`src/rtl/ex_mem_reg.sv`:
```
// ---------------------------------------------------------------------------
// ex_mem_reg
// EX -> MEM pipeline register of the 5-stage MIPS32 core.
//
// Latches the EX stage results (GPR write-back, HI/LO write-back) each cycle
// and presents them to MEM one cycle later. It also returns the intermediate
// state of the two-cycle MADD/MADDU/MSUB/MSUBU ops (hilo temp + step count)
// to EX while EX is stalled.
//
// Ports
//   clk        core clock, rising edge
//   rst        synchronous active-low reset
//   stall[5:0] pipeline stall vector; bit 3 = EX stalled, bit 4 = MEM stalled
//   flush      (only with EX_MEM_FLUSH_EN) clear everything, below reset
//   ex_*       EX stage results: wd, wreg, wdata, hi, lo, whilo
//   hilo_i     multi-cycle intermediate product from EX
//   cnt_i      multi-cycle step count from EX
//   mem_*      registered copies of ex_* presented to MEM
//   hilo_o     intermediate product returned to EX
//   cnt_o      step count returned to EX
//
// Configuration macro
//   EX_MEM_FLUSH_EN : adds the flush input (listed after stall).
// ---------------------------------------------------------------------------
module ex_mem_reg #(
  parameter int REG_W  = 32,
  parameter int ADDR_W = 5,
  parameter int CNT_W  = 2
) (
  input  logic                 clk,
  input  logic                 rst,
  input  logic [5:0]           stall,
`ifdef EX_MEM_FLUSH_EN
  input  logic                 flush,
`endif
  input  logic [ADDR_W-1:0]    ex_wd,
  input  logic                 ex_wreg,
  input  logic [REG_W-1:0]     ex_wdata,
  input  logic [REG_W-1:0]     ex_hi,
  input  logic [REG_W-1:0]     ex_lo,
  input  logic                 ex_whilo,
  input  logic [2*REG_W-1:0]   hilo_i,
  input  logic [CNT_W-1:0]     cnt_i,
  output logic [ADDR_W-1:0]    mem_wd,
  output logic                 mem_wreg,
  output logic [REG_W-1:0]     mem_wdata,
  output logic [REG_W-1:0]     mem_hi,
  output logic [REG_W-1:0]     mem_lo,
  output logic                 mem_whilo,
  output logic [2*REG_W-1:0]   hilo_o,
  output logic [CNT_W-1:0]     cnt_o
);

  logic do_flush;
  logic ex_stalled;
  logic mem_stalled;

`ifdef EX_MEM_FLUSH_EN
  assign do_flush = flush;
`else
  assign do_flush = 1'b0;
`endif

  assign ex_stalled  = stall[3];
  assign mem_stalled = stall[4];

  // Only the EX/MEM boundary bits matter to this register.
  logic unused_stall;
  assign unused_stall = ^{stall[5], stall[2:0]};

  // NOTE: every register here is state updated on the clock edge, so all
  // assignments are non-blocking; blocking ones would create order-dependent
  // simulation races with the neighbouring pipeline stages.
  always_ff @(posedge clk) begin
    if (!rst || do_flush) begin
      mem_wd    <= '0;
      mem_wreg  <= 1'b0;
      mem_wdata <= '0;
      mem_hi    <= '0;
      mem_lo    <= '0;
      mem_whilo <= 1'b0;
      hilo_o    <= '0;
      cnt_o     <= '0;
    end else if (!ex_stalled) begin
      // Advance. A MEM-only stall with EX running never occurs; it falls
      // through here as a normal advance.
      mem_wd    <= ex_wd;
      mem_wreg  <= ex_wreg;
      mem_wdata <= ex_wdata;
      mem_hi    <= ex_hi;
      mem_lo    <= ex_lo;
      mem_whilo <= ex_whilo;
      hilo_o    <= '0;
      cnt_o     <= '0;
    end else if (!mem_stalled) begin
      // Bubble: MEM gets a NOP while EX carries its multi-cycle state over.
      mem_wd    <= '0;
      mem_wreg  <= 1'b0;
      mem_wdata <= '0;
      mem_hi    <= '0;
      mem_lo    <= '0;
      mem_whilo <= 1'b0;
      hilo_o    <= hilo_i;
      cnt_o     <= cnt_i;
    end else begin
      // Hold: MEM keeps its instruction; multi-cycle state still loops back.
      hilo_o    <= hilo_i;
      cnt_o     <= cnt_i;
    end
  end

endmodule
```
`config.mk`:
```
export PLATFORM = sky130hd
export DESIGN_NAME = ex_mem_reg
export DESIGN_NICKNAME = d
export VERILOG_FILES = /design/src/rtl/ex_mem_reg.sv
export SDC_FILE = /design/constraint.sdc
export NUM_CORES = 1
export LEC_CHECK = 0
export ABC_AREA = 1
export BUFFER_PORTS_ARGS = -buffer_cell sky130_fd_sc_hd__buf_4
export CORE_AREA = 3 3 134 136
export DETAILED_ROUTE_END_ITERATION = 7
export DIE_AREA = 0 0 137 139
export SLEW_MARGIN = 5
export SYNTH_ARGS = -nofsm -noshare
export SYNTH_HDL_FRONTEND = slang
export SYNTH_SLANG_ARGS = --single-unit
```
`constraint.sdc`:
```
create_clock -name clk -period 0.9 [get_ports clk]
set_input_delay 0.045 -clock clk [delete_from_list [all_inputs] [get_ports clk]]
set_output_delay 0.045 -clock clk [all_outputs]
set_load 0.05 [all_outputs]
```
Word-level counts from Yosys, hierarchy flattened
Index checks and enable logic that the tools add are counted.
{"block": "totals", "mem_count": 0, "out_inout_bits": 169, "latchBits": 0, "romBits": 0, "ram_bits": 0, "regBits": 169, "elab_cells": 19, "input_bits": 177}
{"block": "op_classes", "mul": 0, "magnitude_cmp": 0, "div": 0, "n_reduce_logical": 1, "n_eq_ne": 1, "mux": 9, "bitwise": 0, "n_shift": 0, "addsub": 0}
{"cell": "32-bit 2-to-1 mux", "count": 4}
{"cell": "5-bit 2-to-1 mux", "count": 2}
{"cell": "1-bit 2-to-1 mux", "count": 3}
{"cell": "2-bit inequality test (second input constant)", "count": 1}
{"cell": "2-bit AND reduction", "count": 1}

Depth between registers and ports, before layout
Gate-level depths: netlist (run 1).
{"block": "logic_depth", "ltp_word": 2, "mapped_depth": 6, "ltp_nobuf": 3}

Least setup slack after synthesis (run 1)
OpenSTA, ideal clock, no wires.
{"block": "synth_timing", "path_kind": "reg-to-reg", "from": "reg, netlist name mem_lo[19]", "to": "reg mem_lo[19]", "synth_period_minus_slack_ns": 0.948, "setup_slack_ns": -0.048, "setup_time_ns": 0.066, "arrival_time_ns": 0.882, "path_buffers": 0, "path_stages_with_launch": 3, "required_ns": 0.834, "cell_sequence": "dfxtp_1 nand3_1 a21oi_2"}
{"item": "to (signal assigned)", "line_no": "91", "source": "mem_lo <= ex_lo;"}
{"item": "to (decl)", "line_no": "48", "source": "output logic [REG_W-1:0] mem_lo,"}

Worst setup path after layout (run 1)
{"block": "layout_timing", "from": "reg mem_hi[27]", "to": "out mem_hi[27]"}
{"item": "from (decl)", "line_no": "47", "source": "output logic [REG_W-1:0] mem_hi,"}
{"item": "from (signal assigned)", "line_no": "90", "source": "mem_hi <= ex_hi;"}
No word-level cell between the ends.

==> impl_metrics.tcl, run 1 <==
set metrics [dict create \
    status "complete, but fails checks" \
    violations "negative setup slack" \
    cp_top_family "flip-flops" \
    cpMaxStageDelayCell "dfxtp_2" \
    synth-simple-area-share_pct 20.7 \
    grt-ovfl-total 0 \
    postSynthRegisterBits 169 \
    synth_nets 842 \
    clock.fmax_ghz 1.01 \
    grt_start_max_net_pins 57 \
    synth_fa_ha_area_share_pct 0 \
    final_common_cell "buf_4" \
    grt_pass1_vias 6987 \
    drt_wl_total_um 25000 \
    final_core_util_pct 73.8 \
    finalHoldViolCount 0 \
    start_util_pct 33.4 \
    antenna_left 0 \
    cts_tree "built" \
    grt_pass1_wl_um 37000 \
    synthDistinctLibCells 14 \
    synth_cells 665 \
    pin_count 346 \
    max-clock-path-buffers 2 \
    areaGrowthSynthToFinish_pct 121 \
    wl_per_cell_um 17.4 \
    synthXorXnorAreaFrac_pct 0 \
    path_max_fanout 2 \
    synth_top_cell_area_share_pct 59.4 \
    finalInstanceArea_mm2 0.0126 \
    ys_warn_count 0 \
    cp.arrival_ns 0.94 \
    min_path_type "in2reg" \
    netlist_area_mm2 0.00570 \
    final_cell_mix "buf_4, dlygate4sd3_1, dfxtp_2, buf_8, nand3_1" \
    tns_ns -9.48 \
    synth_area_per_cell_um2 8.57 \
    cts_buffers 17 \
    root_buffer "clkbuf_16" \
    path_class "reg2out" \
    port_buffers 341 \
    fin_crit_sh_pct 110 \
    powerDensity_mw_per_mm2 1630 \
    worstMarginPinSlew_ns 0.303 \
    relSlewSlack_pct 79.8 \
    grt_util_all_layers_pct 24.7 \
    core_area_mm2 0.0171 \
    gp_congestion 0.769 \
    antenna_found_initial 1 \
    synthMuxAreaShare_pct 0 \
    place_ws_ns 0.0289 \
    synth_top_cell_by_area "dfxtp_1" \
    rsz0062_at_grt "true" \
    ys_seq_area_share_pct 59.4 \
    drv_slew 0 \
    seqCellArea_mm2 0.00360 \
    fin_cells 1442 \
    drc 0 \
    die_y_um 139 \
    clkSinkCount 169 \
    yosys-top-cells-area "dfxtp_1, nand3_1, a21oi_1, nand2_1, inv_1" \
    crit_path_start_kind "register" \
    num_vias 6715 \
    whs_path_depth 3 \
    maxCapViolations 0 \
    post_dp_cell_area_mm2 0.00869 \
    p_leak_nw 5.79 \
    dieArea_mm2 0.0190 \
    r2r-start "mem_wdata[14]" \
    die_w_um 137 \
    synth_compound_area_share_pct 9.71 \
    drive_gt1_share_pct 51.5 \
    crit_path_end_kind "output port" \
    multi_input_area_mm2 0.00173 \
    dr.pass1.iters 5 \
    min_to "mem_hi[23]" \
    hold_start "stall[4]" \
    clk_latency_ns 0.42 \
    rr_worst_depth 4 \
    path_cells "buf_8" \
    max_stage_delay_ns 0.37 \
    path_buf_inv 1 \
    dp.final_hpwl_um 14100 \
    r2r_setup_slack_ns 0.06 \
    required_ns 0.85 \
    final.setup_skew_ns 0 \
    htreeDepth 4 \
    vdd_drop_max_mv 1.26 \
    synth_top_family_by_area "simple AND/OR/NAND/NOR gates" \
    via_per_inst 4.66 \
    place_inst 1206 \
    r2r_end "mem_wdata[14]" \
    final_nets 1380 \
    row_count 48 \
    min_period_ns 0.990 \
    setup_viol 169 \
    clk_pin_slew_ns 0.07 \
    fill_cells 1079 \
    final.setup.worst_slack_ns -0.0896 \
    drtIter0Drc 262 \
]
==> Yosys cell counts <==
| library cell | instances |
|---|---|
| nor2_1 | 66 |
| dfxtp_1 | 169 |
| nand3_1 | 103 |
| a21oi_2 | 10 |
| nand2_2 | 10 |
| nand2_1 | 94 |
| buf_2 | 26 |
| buf_4 | 6 |
| a21oi_1 | 93 |
| buf_1 | 2 |
| clkinv_2 | 1 |
| buf_6 | 10 |
| inv_1 | 67 |
| clkbuf_1 | 8 |
==> sequential cells by signal, indices dropped and copies added, names as in the netlist <==
signal,flops
mem_wreg,1
hilo_o,64
mem_wd,5
mem_whilo,1
cnt_o,2
mem_hi,32
mem_wdata,32
mem_lo,32
==> worst register-to-register path: stages, from the launching register on <==
cell     delay [ns]
dfxtp_2        0.33
buf_4          0.13
buf_4          0.12
nand3_1        0.07
a21oi_1        0.07
==> metal layers <==
layer  share of wire, %  routed length, µm  vias to the layer above  track usage [%]
met2                 51              12800                      313             43.2
met3                9.0               2250                       65             9.40
met1                 36               8910                     3148             26.0
met4                4.1               1030                        0             11.3
met5                  0                  0                        -                0
li1                   -                  -                     3189                -
==> kinds of logic (layout without fill, tap and decap cells) <==
group	Yosys count	after routing
simple gates	273	273
flops	169	169
other cells	0	1
buf+inv	120	671
compound gates	103	103
==> layout make-up <==
type,instances,share of cell area (%)
Antenna cell,1,0.0199
Clock buffer,17,3.38
Timing Repair Buffer,571,48.4
Clock inverter,15,1.57
Sequential cell,169,28.6
Inverter,68,2.05
Tap cell,225,2.24
Multi-Input combinational cell,376,13.8
==> worst max path at each step <==
| stage | startpoint | endpoint | slack (ns) | depth (start not counted) |
|---|---|---|---|---|
| 2_1_floorplan | mem_lo[19] | mem_lo[19] | 0.12 | 2 |
| 3_3_place_gp | stall[3] | mem_lo[8] | 0.06 | 5 |
| 3_5_place_dp | stall[3] | mem_hi[1] | 0.03 | 5 |
| 4_1_cts | mem_lo[27] | mem_lo[27] | -0.11 | 1 |
| 5_1_grt | mem_wd[0] | mem_wd[0] | -0.13 | 1 |
| 6_report | mem_hi[27] | mem_hi[27] | -0.09 | 1 |
==> power by group <==
group,total [mW],internal (mW),switching (mW)
registers,8.16,7.88,0.277
logic,4.55,2.23,2.32
clock network,7.84,4.49,3.35
==> stage by stage <==
stage	hold WS [ns]	power (mW)
global route	0.0120	21.2
CTS	0.00859	20.5
global placement	0.257	11.4
finish	0.0278	20.5
detailed placement	0.263	11.5
floorplan	0.157	10.0
==> timing repair <==
| item | CTS | global route |
|---|---|---|
| hold buffers | 169 | 0 |
| setup endpoints to repair | 169 | 169 |
| cloned | 0 | 0 |
| endpoints found under the hold margin | 169 | 0 |
| gates resized for setup | 385 | 14 |
| buffers inserted | 19 | 15 |
Power figures use the tool's default switching activity.
==> run 2: changes to the inputs <==
PLACE_DENSITY = 0.66   (was unset)
==> run 2 against run 1 <==
Effect of this change:
- the flow still finishes with violations (negative setup slack)
- clock power down 4.6%
- hold slack improved by 0.080 ns
- first-iteration DRC count rose by 16%
- utilization down 0.81 points
- sequential share of layout area is 0.30 points higher
==> impl_metrics.tcl, run 2 (synthesized netlist as in run 1, its figures left out) <==
set metrics [dict create \
    power_frac_comb_pct 22.3 \
    final.setup.worst_slack_ns -0.0947 \
    path_max_fanout 1 \
    power.switching_mw 5.88 \
    areaGrowthSynthToFinish_pct 119 \
    top_register "hilo_o" \
    grt_pass1_vias 6849 \
    whs_ns 0.108 \
    largest_reg_flops 64 \
    multi_input_area_mm2 0.00173 \
    dp.final_hpwl_um 13900 \
    min_period_ns 0.995 \
    post_dp_cell_area_mm2 0.00863 \
    crit_path_start_kind "register" \
    antenna_left 0 \
    via_per_inst 4.63 \
    drv_slew 0 \
    finalInstanceArea_mm2 0.0124 \
    maxCapViolations 0 \
    relSlewSlack_pct 81.0 \
    r2r-start "mem_wdata[4]" \
    row_count 48 \
    clk_latency_ns 0.42 \
    p_leak_nw 5.72 \
    place_ws_ns 0.00364 \
    min_path_type "in2reg" \
    seqCellArea_mm2 0.00360 \
    crit_path_end_kind "output port" \
    wl_per_cell_um 17.2 \
    drt_wl_total_um 24700 \
    p_clk_share_pct 37.1 \
    cts_tree "built" \
    pin_count 346 \
    final.setup_skew_ns 0 \
    worstMarginPinSlew_ns 0.285 \
    drtIter0Drc 303 \
    powerDensity_mw_per_mm2 1620 \
    max_stage_delay_ns 0.37 \
    setup_viol 169 \
    clock.fmax_ghz 1.01 \
    root_buffer "clkbuf_16" \
    rr_worst_depth 3 \
    required_ns 0.85 \
    fill_cells 1045 \
    clk_pin_slew_ns 0.08 \
    finalHoldViolCount 0 \
    hold_start "rst" \
    clkSinkCount 169 \
    rsz0062_at_grt "true" \
    grt_pass1_wl_um 37100 \
    path_cells "buf_8" \
    htreeDepth 4 \
    drive_gt1_share_pct 50.8 \
    switching_share_pct 29.2 \
    drc 0 \
    power.total_mw 20.1 \
    die_w_um 137 \
    cp.arrival_ns 0.95 \
    antenna_found_initial 0 \
    port_buffers 341 \
    final_nets 1369 \
    core_area_mm2 0.0171 \
    min_to "mem_lo[19]" \
    max-clock-path-buffers 2 \
    path_buf_inv 1 \
    status "complete, but fails checks" \
    cpMaxStageDelayCell "dfxtp_2" \
    intPower_mw 14.3 \
    r2r_setup_slack_ns 0.09 \
    dieArea_mm2 0.0190 \
    path_class "reg2out" \
    final_common_cell "buf_4" \
    vdd_drop_max_mv 1.26 \
    grt_util_all_layers_pct 24.9 \
    grt-ovfl-total 0 \
    dr.pass1.iters 5 \
    fin_crit_sh_pct 111 \
    grt_start_max_net_pins 60 \
    tns_ns -9.54 \
    final_cell_mix "buf_4, dlygate4sd3_1, dfxtp_2, buf_8, nand3_1" \
    violations "negative setup slack" \
    num_vias 6625 \
    cts_buffers 17 \
    start_util_pct 33.4 \
    n_antenna_cell 0 \
    die_y_um 139 \
    gp_congestion 0.782 \
    p_seq_share_pct 40.6 \
    r2r_end "mem_wdata[4]" \
    whs_path_depth 4 \
    cp_top_family "flip-flops" \
]
==> run 2: changes by cell type in the layout (fill, tap and decap cells not counted), moves of 2 or more <==
cell and change:
buf_4 -12, buf_6 +3, buf_8 -3, clkinv_2 +2, dlygate4sd3_1 +2, inv_6 -2
==> run 2: power groups by stage <==
stage / Sequential (mW) / Clock, mW / Combinational [mW]
after floorplan: 9.36 / 0 / 0.694
after global placement: 8.16 / 0 / 3.25
after detailed placement: 8.17 / 0 / 3.26
after CTS: 8.14 / 7.62 / 4.31
after global routing: 8.19 / 7.95 / 4.70
final: 8.17 / 7.48 / 4.50
==> run 2: how the worst max path moves through the flow <==
stage / from / end / slack, ns / cells past startpoint
2_1_floorplan: mem_lo[19] / mem_lo[19] / 0.12 / 2
3_3_place_gp: stall[3] / hilo_o[49] / 0.04 / 5
3_5_place_dp: stall[3] / hilo_o[41] / 0.004 / 5
4_1_cts: mem_hi[29] / mem_hi[29] / -0.10 / 1
5_1_grt: hilo_o[38] / hilo_o[38] / -0.13 / 1
6_report: hilo_o[38] / hilo_o[38] / -0.09 / 1
==> run 2: metrics by stage <==
| step | utilization [%] | cells |
|---|---|---|
| after floorplan | - | 665 |
| after global placement | 50.6 | 1200 |
| after detailed placement | 50.6 | 1200 |
| after CTS | 71.6 | 1408 |
| after global routing | 73.0 | 1430 |
| final | 73.0 | 1430 |
==> run 2: area by class of cell <==
| class | count | share of cell area (%) |
|---|---|---|
| flip-flops and latches | 169 | 28.9 |
| multi-input cells | 376 | 13.9 |
| clock inverters | 14 | 1.30 |
| repair buffers | 560 | 48.1 |
| well taps | 225 | 2.26 |
| inverters | 68 | 2.07 |
| clock buffers | 18 | 3.45 |
==> run 2: per-layer routing <==
| layer | global-route usage [%] | wire length [µm] |
|---|---|---|
| met1 | 26.2 | 8770 |
| met2 | 43.4 | 12700 |
| met4 | 12.3 | 1070 |
| met5 | 0 | 0 |
| met3 | 8.74 | 2140 |
==> run 2: timing repair <==
action | CTS | global route
endpoints found under the setup margin | 169 | 169
resized for setup | 374 | 21
endpoints found under the hold margin | 169 | 0
pin swaps | 0 | 0
buffers inserted | 5 | 22
hold buffers | 171 | 0
gates cloned | 0 | 0
